### src/rtl/reg_logic_pkg.sv
// Shared types and the bitwise operation used by the reg_logic_pipe datapath.
package reg_logic_pkg;

    localparam int MODE_W = 2;
    localparam int MAX_W  = 64;

    typedef enum logic [MODE_W-1:0] {
        MODE_NAND = 2'd0,
        MODE_AND  = 2'd1,
        MODE_OR   = 2'd2,
        MODE_XOR  = 2'd3
    } logic_mode_t;

    // Operands are zero-extended to MAX_W by the caller; callers truncate the result.
    function automatic logic [MAX_W-1:0] apply_logic(
        input logic_mode_t       mode,
        input logic [MAX_W-1:0]  a,
        input logic [MAX_W-1:0]  b
    );
        logic [MAX_W-1:0] result;
        case (mode)
            MODE_NAND: result = ~(a & b);
            MODE_AND:  result = a & b;
            MODE_OR:   result = a | b;
            MODE_XOR:  result = a ^ b;
            default:   result = '0;
        endcase
        return result;
    endfunction

endpackage

### src/rtl/reg_logic_stage.sv
// One valid/ready register slice; ready is combinational so bubbles collapse.
module reg_logic_stage #(
    parameter int W = 8
) (
    input  logic         Clock,
    input  logic         Reset,
    input  logic         prevValid,
    input  logic [W-1:0] prevData,
    output logic         prevReady,
    output logic         nextValid,
    output logic [W-1:0] nextData,
    input  logic         nextReady
);

    logic         validQ;
    logic [W-1:0] dataQ;

    assign prevReady = !validQ || nextReady;
    assign nextValid = validQ;
    assign nextData  = dataQ;

    always_ff @(posedge Clock) begin
        if (Reset) begin
            validQ <= 1'b0;
            dataQ  <= '0;
        end else if (prevReady) begin
            validQ <= prevValid;
            if (prevValid) begin
                dataQ <= prevData;
            end
        end
    end

endmodule

### src/rtl/reg_logic_pipe.sv
// Registered bitwise logic pipeline: input slice, logic op, then STAGES slices.
// Optional output ResultCount is enabled by defining REG_LOGIC_PIPE_COUNT_EN.
module reg_logic_pipe
    import reg_logic_pkg::*;
#(
    parameter int WIDTH  = 8,
    parameter int STAGES = 1
) (
    input  logic              Clock,
    input  logic              Reset,
    input  logic [WIDTH-1:0]  Input1,
    input  logic [WIDTH-1:0]  Input2,
    input  logic [MODE_W-1:0] Mode,
    input  logic              InValid,
    output logic              InReady,
    output logic [WIDTH-1:0]  OutputPad,
    output logic              OutValid,
    input  logic              OutReady
`ifdef REG_LOGIC_PIPE_COUNT_EN
    ,
    output logic [15:0]       ResultCount
`endif
);

    localparam int S0_W = MODE_W + 2 * WIDTH;

    logic [S0_W-1:0]  s0Data;
    logic [STAGES:0]  stageValid;
    logic [STAGES+1:0] stageReady;
    logic [WIDTH-1:0] stageData [0:STAGES];

    logic [MODE_W-1:0] s0Mode;
    logic [WIDTH-1:0]  s0A;
    logic [WIDTH-1:0]  s0B;

    assign {s0Mode, s0A, s0B} = s0Data;

    // stageData[0] is the combinational op result feeding slice S1.
    assign stageData[0] = WIDTH'(apply_logic(logic_mode_t'(s0Mode), MAX_W'(s0A), MAX_W'(s0B)));
    assign stageReady[STAGES+1] = OutReady;

    for (genvar k = 0; k <= STAGES; k++) begin : gStage
        if (k == 0) begin : gIn
            reg_logic_stage #(.W(S0_W)) uSlice (
                .Clock     (Clock),
                .Reset     (Reset),
                .prevValid (InValid),
                .prevData  ({Mode, Input1, Input2}),
                .prevReady (stageReady[0]),
                .nextValid (stageValid[0]),
                .nextData  (s0Data),
                .nextReady (stageReady[1])
            );
        end else begin : gOut
            reg_logic_stage #(.W(WIDTH)) uSlice (
                .Clock     (Clock),
                .Reset     (Reset),
                .prevValid (stageValid[k-1]),
                .prevData  (stageData[k-1]),
                .prevReady (stageReady[k]),
                .nextValid (stageValid[k]),
                .nextData  (stageData[k]),
                .nextReady (stageReady[k+1])
            );
        end
    end

    assign InReady   = stageReady[0];
    assign OutValid  = stageValid[STAGES];
    assign OutputPad = stageData[STAGES];

`ifdef REG_LOGIC_PIPE_COUNT_EN
    always_ff @(posedge Clock) begin
        if (Reset) begin
            ResultCount <= 16'd0;
        end else if (OutValid && OutReady) begin
            ResultCount <= ResultCount + 16'd1;
        end
    end
`endif

endmodule

### config.mk
export PLATFORM = sky130hd
export DESIGN_NAME = reg_logic_pipe
export DESIGN_NICKNAME = d
export VERILOG_FILES = /design/src/rtl/reg_logic_pkg.sv /design/src/rtl/reg_logic_stage.sv /design/src/rtl/reg_logic_pipe.sv
export SDC_FILE = /design/constraint.sdc
export NUM_CORES = 1
export LEC_CHECK = 0
export ABC_CLOCK_PERIOD_IN_PS = 2100
export CORE_UTILIZATION = 50
export CTS_BUF_LIST = sky130_fd_sc_hd__clkbuf_4
export DETAILED_ROUTE_END_ITERATION = 6
export PLACE_DENSITY = 0.86
export SLEW_MARGIN = 25
export SYNTH_ARGS = -nofsm -noshare
export SYNTH_HDL_FRONTEND = slang
export SYNTH_SLANG_ARGS = --single-unit
### constraint.sdc
create_clock -name Clock -period 2.1 [get_ports Clock]
set_input_delay 0.42 -clock Clock [delete_from_list [all_inputs] [get_ports Clock]]
set_output_delay 0.42 -clock Clock [all_outputs]
set_load 0.02 [all_outputs]
=== Word-level counts from Yosys, hierarchy flattened ===
Index checks and enable logic that the tools add are counted.

* Bits of input ports: 22
* Logic and storage cells: 19
* RAM bits: 0
* Flip-flop bits (word level): 28
* Memories kept: 0
* Bits in latches: 0
* ROM bits: 0

* Multiplexer cells: 1
* $lt $le $gt $ge: 0
* Shift operators: 0
* Bitwise logic cells: 4
* Reduce and logical (&&, ||, !) cells: 7
* Add/subtract/negate cells: 0
* Eq/ne operators: 3
* Multipliers: 0
* Div/mod/pow operators: 0

{| class="wikitable"
|+ Operators with widths
! operator !! number
|-
| case mux 8 bit (4 select lines) || 1
|-
| bitwise AND 8 bit || 1
|-
| inverter 8 bit || 1
|-
| bitwise OR 8 bit || 1
|-
| bitwise XOR 8 bit || 1
|-
| equality test 2 bit, second input constant || 2
|-
| AND reduction 2 bit || 2
|-
| equality test 2 x 1 -> 1 bit, second input constant || 1
|-
| logical NOT 1 bit || 2
|-
| logical NOT 2 bit || 1
|-
| logical OR 1 bit || 2
|}

=== Longest topological paths before layout ===
Gate-level depths: netlist (run 1).

* Word-level depth: 4
* Gate-level depth with buffers: 5
* Gate-level depth less buffers: 5

=== By module ===
Synthesis (run 1) repeated with hierarchy kept, for this count alone.

* Cells, all modules: 186
* Area, all modules: 1985.7 um2

{| class="wikitable"
|+ Modules (own cells, without submodules)
! module !! times used !! cells an instance !! area each (um2)
|-
| reg_logic_stage (gStage[0].gIn.uSlice) || 1 || 86 || 991.0
|-
| reg_logic_pipe || 1 || 59 || 553.0
|-
| reg_logic_stage (gStage[1].gOut.uSlice) || 1 || 41 || 441.7
|}

=== Worst setup path after synthesis (run 1) ===
No wires, ideal clock.

* Path kind: register to output
* Start: reg gStage[1].gOut.uSlice.validQ
* End: out InReady
* Cell stages (with the launch flop): 4
* Setup slack: 0.670 ns
* Arrival: 1.010 ns
* Path through: dfxtp_1 > and2b_2 > buf_2 > nand2_1

* Longest elaborated chain between the ends: 3

{| class="wikitable"
|+ Ends and longest elaborated chain
! element !! line !! RTL
|-
| from (decl) || reg_logic_stage.sv:15 || <nowiki>logic validQ;</nowiki>
|-
| from (signal assigned) || reg_logic_stage.sv:27 || <nowiki>validQ <= prevValid;</nowiki>
|-
| logical NOT 1 bit || reg_logic_stage.sv:18 || <nowiki>assign prevReady = !validQ || nextReady;</nowiki>
|-
| logical OR 1 bit (2 in a row) || reg_logic_stage.sv:18 ||
|-
| to (decl) || reg_logic_pipe.sv:15 || <nowiki>output logic InReady,</nowiki>
|}

No other way between the ends.

=== Final worst setup path (run 1) ===
* Start: in OutReady
* End: out InReady

* Longest elaborated chain between the ends: 2

{| class="wikitable"
|+ Ends and longest elaborated chain
! element !! line !! RTL
|-
| from (decl) || reg_logic_pipe.sv:18 || <nowiki>input logic OutReady</nowiki>
|-
| logical OR 1 bit (2 in a row) || reg_logic_stage.sv:18 ||
|}

No other way between the ends.

==> results of run 1 <==
-- layout by cell type, fill, tap and decap left out --
master / n
clkdlybuf4s50_1: 30
ha_1: 16
buf_4: 5
and2b_2: 1
a21oi_1: 9
nand2b_1: 37
a21boi_2: 1
inv_1: 16
dfxtp_1: 28
a2111oi_2: 8
nor2_1: 3
and3_4: 1
nand2_1: 1
clkbuf_4: 3
buf_12: 1
nand2b_4: 1
dlygate4sd2_1: 1
bufinv_16: 1
mux2i_1: 34
nor3_1: 8
-- sequential cells by signal, indices dropped and copies added (netlist names) --
register	count
gStage.gOut.uSlice.nextData	8
gStage.gIn.uSlice.nextValid	1
gStage.gOut.uSlice.nextValid	1
gStage.gIn.uSlice.nextData	18
-- kinds of logic after synthesis --
| kind of cell | synth area share |
|---|---|
| compound gates | 0.0989 |
| fa+ha+maj | 0.115 |
| buf+inv | 0.0867 |
| flops | 0.321 |
| mux | 0.195 |
| simple gates | 0.184 |
-- area by class of cell --
class / instances / area, µm² / share of cell area
Tap cell: 46 / 57.6 / 0.0270
Timing Repair Buffer: 37 / 367 / 0.172
Multi-Input combinational cell: 120 / 1040 / 0.486
Sequential cell: 28 / 561 / 0.263
Clock buffer: 3 / 22.5 / 0.0106
Clock inverter: 1 / 30.0 / 0.0141
Inverter: 16 / 60.1 / 0.0281
-- power groups by stage --
stage | logic [mW] | registers [mW] | clock network, mW
final | 0.267 | 0.593 | 0.363
after floorplan | 0.157 | 0.616 | 0
after global routing | 0.296 | 0.598 | 0.376
after detailed placement | 0.269 | 0.605 | 0
after CTS | 0.270 | 0.594 | 0.360
after global placement | 0.258 | 0.604 | 0
-- critical path: stages --
cell and delay [ps]:
clkdlybuf4s50_1 480, and2b_2 220, nand2_1 60, dlygate4sd2_1 330
-- how the worst min path moves through the flow --
stage | to | slack, ps | startpoint
2_1_floorplan | gStage[0].gIn.uSlice.nextData[16]$_SDFFE_PP0P_ | 460 | gStage[0].gIn.uSlice.nextData[16]$_SDFFE_PP0P_
3_3_place_gp | gStage[0].gIn.uSlice.nextData[16]$_SDFFE_PP0P_ | 470 | gStage[0].gIn.uSlice.nextData[16]$_SDFFE_PP0P_
3_5_place_dp | gStage[0].gIn.uSlice.nextData[16]$_SDFFE_PP0P_ | 490 | gStage[0].gIn.uSlice.nextData[16]$_SDFFE_PP0P_
4_1_cts | gStage[0].gIn.uSlice.nextData[10]$_SDFFE_PP0P_ | 510 | gStage[0].gIn.uSlice.nextData[10]$_SDFFE_PP0P_
5_1_grt | gStage[0].gIn.uSlice.nextData[8]$_SDFFE_PP0P_ | 520 | gStage[0].gIn.uSlice.nextData[8]$_SDFFE_PP0P_
6_report | gStage[0].gIn.uSlice.nextData[8]$_SDFFE_PP0P_ | 500 | gStage[0].gIn.uSlice.nextData[8]$_SDFFE_PP0P_
-- through the flow --
| step | worst slack (ps) | area [µm²] | util |
|---|---|---|---|
| 2_1_floorplan | 670 | 1750 | - |
| 3_3_place_gp | -66.2 | 2080 | 0.624 |
| 3_5_place_dp | -111 | 2080 | 0.624 |
| 4_1_cts | 156 | 2130 | 0.640 |
| 5_1_grt | 124 | 2130 | 0.640 |
| 6_report | 165 | 2130 | 0.640 |
-- routing by layer --
| metal | track usage | vias up | wire length, µm |
|---|---|---|---|
| li1 | - | 653 | - |
| met1 | 0.229 | 579 | 1410 |
| met2 | 0.335 | 26 | 1560 |
| met3 | 0.0126 | 5 | 71 |
| met4 | 0.0584 | 0 | 44 |
| met5 | 0 | - | 0 |
==> flow_summary.toml, run 1 <==
[status]
outcome = "completed"

[power_and_ir_drop]
vdd_drop_max_v = 0.000267
leakage_nw = 0.843
p_switching_uw = 317
power_frac_seq = 0.485
p_clk_frac = 0.297
power.internal_uw = 906
switching_share = 0.259
power.total_mw = 1.22
p_per_area_nw_per_um2 = 573
pwr-share-comb = 0.218

[clocking]
cts_root_buf = "clkbuf_4"
cts_setup_buffers = 0
clk_transition_reported_paths_ps = 150
cts_buffer_depth = 2
cts_tree = "done"
hold_buffers = 0
cts_htree_levels = 1
clock_latency_ps = 340
cts_resized = 1
cts_buffers = 3
cts.sink_count = 28

[worst_setup_path]
reg2reg_slack_ps = 670
worst_ep_required_time_ps = 1680
cp-endpoint = "InReady"
critPathKind = "input port to output port"
r2r_end = "gStage[0].gIn.uSlice.nextData[14]$_SDFFE_PP0P_"
crit_path_start_kind = "input port"
cp-startpoint = "OutReady"
cp.arrival_ps = 1510
crit_path_max_fanout = 2
rr_worst_depth = 5
timing.rr.start = "gStage[1].gOut.uSlice.nextValid$_SDFFE_PP0P_"
crit_path_end_kind = "output port"

[finish]
fillers = 285
stdcell_count = 251
nNetsFinal = 244
drive_gt1_frac = 0.107
antenna_cells = 0
syn2layout_area_growth_pct = 22.3

[sta]
rsz0062_at_grt = "false"
hold_viol_final = 0
fin_crit_ps = 1930
maxSlewHeadroom = 0.776
drv_slew = 0
finalSetupViolations = 0
setup_tns_ps = 0
period_share = 0.921
worst_pin_slew_ps = 336
fin_worst_skew_ps = 15.3
fmaxAchievable_mhz = 517
worst_hold_slack_ps = 502

[grt]
antenna_found_initial = 0
grt-ovfl-total = 0
grt_pass1_vias = 1157
track_usage = 0.183
grt_max_degree = 47
grt_pass1_wl_mm = 5.11

[job]
cap_viol_max_count = 0

[route]
drc = 0
dr.pass1.iters = 4
wl_per_cell_um = 12.3
drt_iter0_drc = 40
vias = 1263
wl_mm = 3.09
routed_via_density = 5.03
ant_nets = 0

[logic_synthesis]
post-synth-top-count-cell = "nand2b_1"
ys.flop_type = "dfxtp_1"
synth_seq_cells = 28
syn_inst = 178
synth_warnings = 0
synthTopCellsByCount = "37 x nand2b_1, 34 x mux2i_1, 28 x dfxtp_1, 16 x ha_1, 16 x inv_1"
synth-async-reset-ratio = 0
ys_seq_area_frac = 0.321
synthTopCellsByArea = "dfxtp_1 32%, mux2i_1 19%, nand2b_1 13%"
yosysTopAreaCell = "dfxtp_1"
syn_area_per_cell_um2 = 9.81
syn_nets = 216
synth_top_area_share = 0.321
synth_edf_count = 0
syn_area_um2 = 1750
synth.distinct_cells = 18

[die]
dieArea_um2 = 3730
fp.dieH_um = 61.1
initial_core_util = 0.523
chipWidth_um = 61.1
core-area_um2 = 3340
rows = 21
io_pins = 32

[hold_path]
hold_path.class = "flip-flop to flip-flop"
hold_depth = 2

[place]
port_buffers = 31
dpl.hpwl_mm = 2.18
routabilityCongestion = 0.725
dpl.cell_count = 247
(Power assumes the default switching activity.)
==> run 2: changes to the inputs <==
--- a/constraint.sdc
+++ b/constraint.sdc
@@ -3,2 +3,2 @@
 set_output_delay 0.42 -clock Clock [all_outputs]
-set_load 0.02 [all_outputs]
+set_load 0.1 [all_outputs]
==> flow_summary.toml, run 2 (synthesized netlist as in run 1, its figures left out) <==
[clocking]
hold_buffers = 0
cts_htree_levels = 1
cts.sink_count = 28
cts_resized = 0
cts_tree = "done"
cts_setup_buffers = 0
cts_buffers = 3
clock_latency_ps = 330
clk_transition_reported_paths_ps = 150
cts_root_buf = "clkbuf_4"
cts_buffer_depth = 2

[route]
drc = 0
vias = 1252
wl_per_cell_um = 11.4
routed_via_density = 5.01
drt_iter0_drc = 42
ant_nets = 0
dr.pass1.iters = 4
wl_mm = 2.84

[grt]
grt_pass1_vias = 1087
grt-ovfl-total = 0
track_usage = 0.168
grt_max_degree = 47
grt_pass1_wl_mm = 4.64
antenna_found_initial = 0

[worst_setup_path]
crit_path_end_kind = "output port"
critPathKind = "input port to output port"
crit_path_max_fanout = 6
cp.arrival_ps = 1470
crit_path_start_kind = "input port"
worst_ep_required_time_ps = 1680

[sta]
fin_crit_ps = 1890
rsz0062_at_grt = "false"
worst_hold_slack_ps = 496
fin_ws_ps = 215
setup_tns_ps = 0
hold_viol_final = 0
finalSetupViolations = 0
fmaxAchievable_mhz = 530
fin_worst_skew_ps = 7.63
maxSlewHeadroom = 0.685
worst_pin_slew_ps = 471
drv_slew = 0
period_share = 0.898

[finish]
stdcell_count = 250
post-route-cell-area_um2 = 2090
antenna_cells = 0
nNetsFinal = 243
syn2layout_area_growth_pct = 19.8
drive_gt1_frac = 0.152
multi_input_area_um2 = 1040
fillers = 286
final_cell_mix = "37 x nand2b_1, 34 x mux2i_1, 27 x dfxtp_1, 21 x clkdlybuf4s50_1"
layout.cells.most_common = "nand2b_1"
post-route-util = 0.627
final-seq-area_um2 = 562
largest_reg_flops = 18

[place]
post-place-ws_ps = 213
dpl.cell_count = 246
routabilityCongestion = 0.735
dpl.hpwl_mm = 2.09
dpl_cell_area_um2 = 2060
port_buffers = 31

[power_and_ir_drop]
p_per_area_nw_per_um2 = 553
leakage_nw = 0.849
vdd_drop_max_v = 0.000260
p_switching_uw = 380
p_clk_frac = 0.195
power_frac_seq = 0.517
power.total_mw = 1.16
switching_share = 0.328
pwr-share-comb = 0.288
power.internal_uw = 776

[die]
rows = 21
chipWidth_um = 61.1
fp.dieH_um = 61.1
dieArea_um2 = 3730
core-area_um2 = 3340
initial_core_util = 0.523
io_pins = 32

[job]
cap_viol_max_count = 0

[hold_path]
hold_path.class = "flip-flop to flip-flop"

[status]
outcome = "completed"
run 2: power groups by stage:
stage / registers (mW) / logic (mW) / clock network, mW
after floorplan: 0.695 / 0.159 / 0
after global placement: 0.608 / 0.328 / 0
after detailed placement: 0.609 / 0.335 / 0
after CTS: 0.598 / 0.337 / 0.228
after global routing: 0.603 / 0.360 / 0.257
final: 0.597 / 0.333 / 0.226
run 2: critical path, cell delays in order:
cell and delay (ps):
clkdlybuf4s50_1 470, and2b_2 260, nand2_1 130, buf_12 190
run 2: worst paths after layout:
check,startpoint,depth (start not counted),slack [ps],to
min reg2reg,gStage[0].gIn.uSlice.nextData[16]$_SDFFE_PP0P_,2,500,gStage[0].gIn.uSlice.nextData[16]$_SDFFE_PP0P_
max,OutReady,4,210,InReady
min,gStage[0].gIn.uSlice.nextData[16]$_SDFFE_PP0P_,2,500,gStage[0].gIn.uSlice.nextData[16]$_SDFFE_PP0P_
max reg2reg,gStage[0].gIn.uSlice.nextValid$_SDFFE_PP0P_,3,660,gStage[1].gOut.uSlice.nextData[2]$_SDFFE_PP0P_
run 2: per-layer routing:
metal	track usage	wire length (µm)	up-vias
li1	-	-	650
met4	0.0682	61	0
met1	0.217	1350	575
met2	0.281	1350	21
met3	0.0252	80	6
met5	0	0	-
run 2: area by class of cell:
| type | instances | area share |
|---|---|---|
| Multi-Input combinational cell | 120 | 0.496 |
| Sequential cell | 28 | 0.269 |
| Timing Repair Buffer | 36 | 0.166 |
| Inverter | 16 | 0.0287 |
| Tap cell | 46 | 0.0275 |
| Clock buffer | 3 | 0.0108 |
| Clock inverter | 1 | 0.00180 |
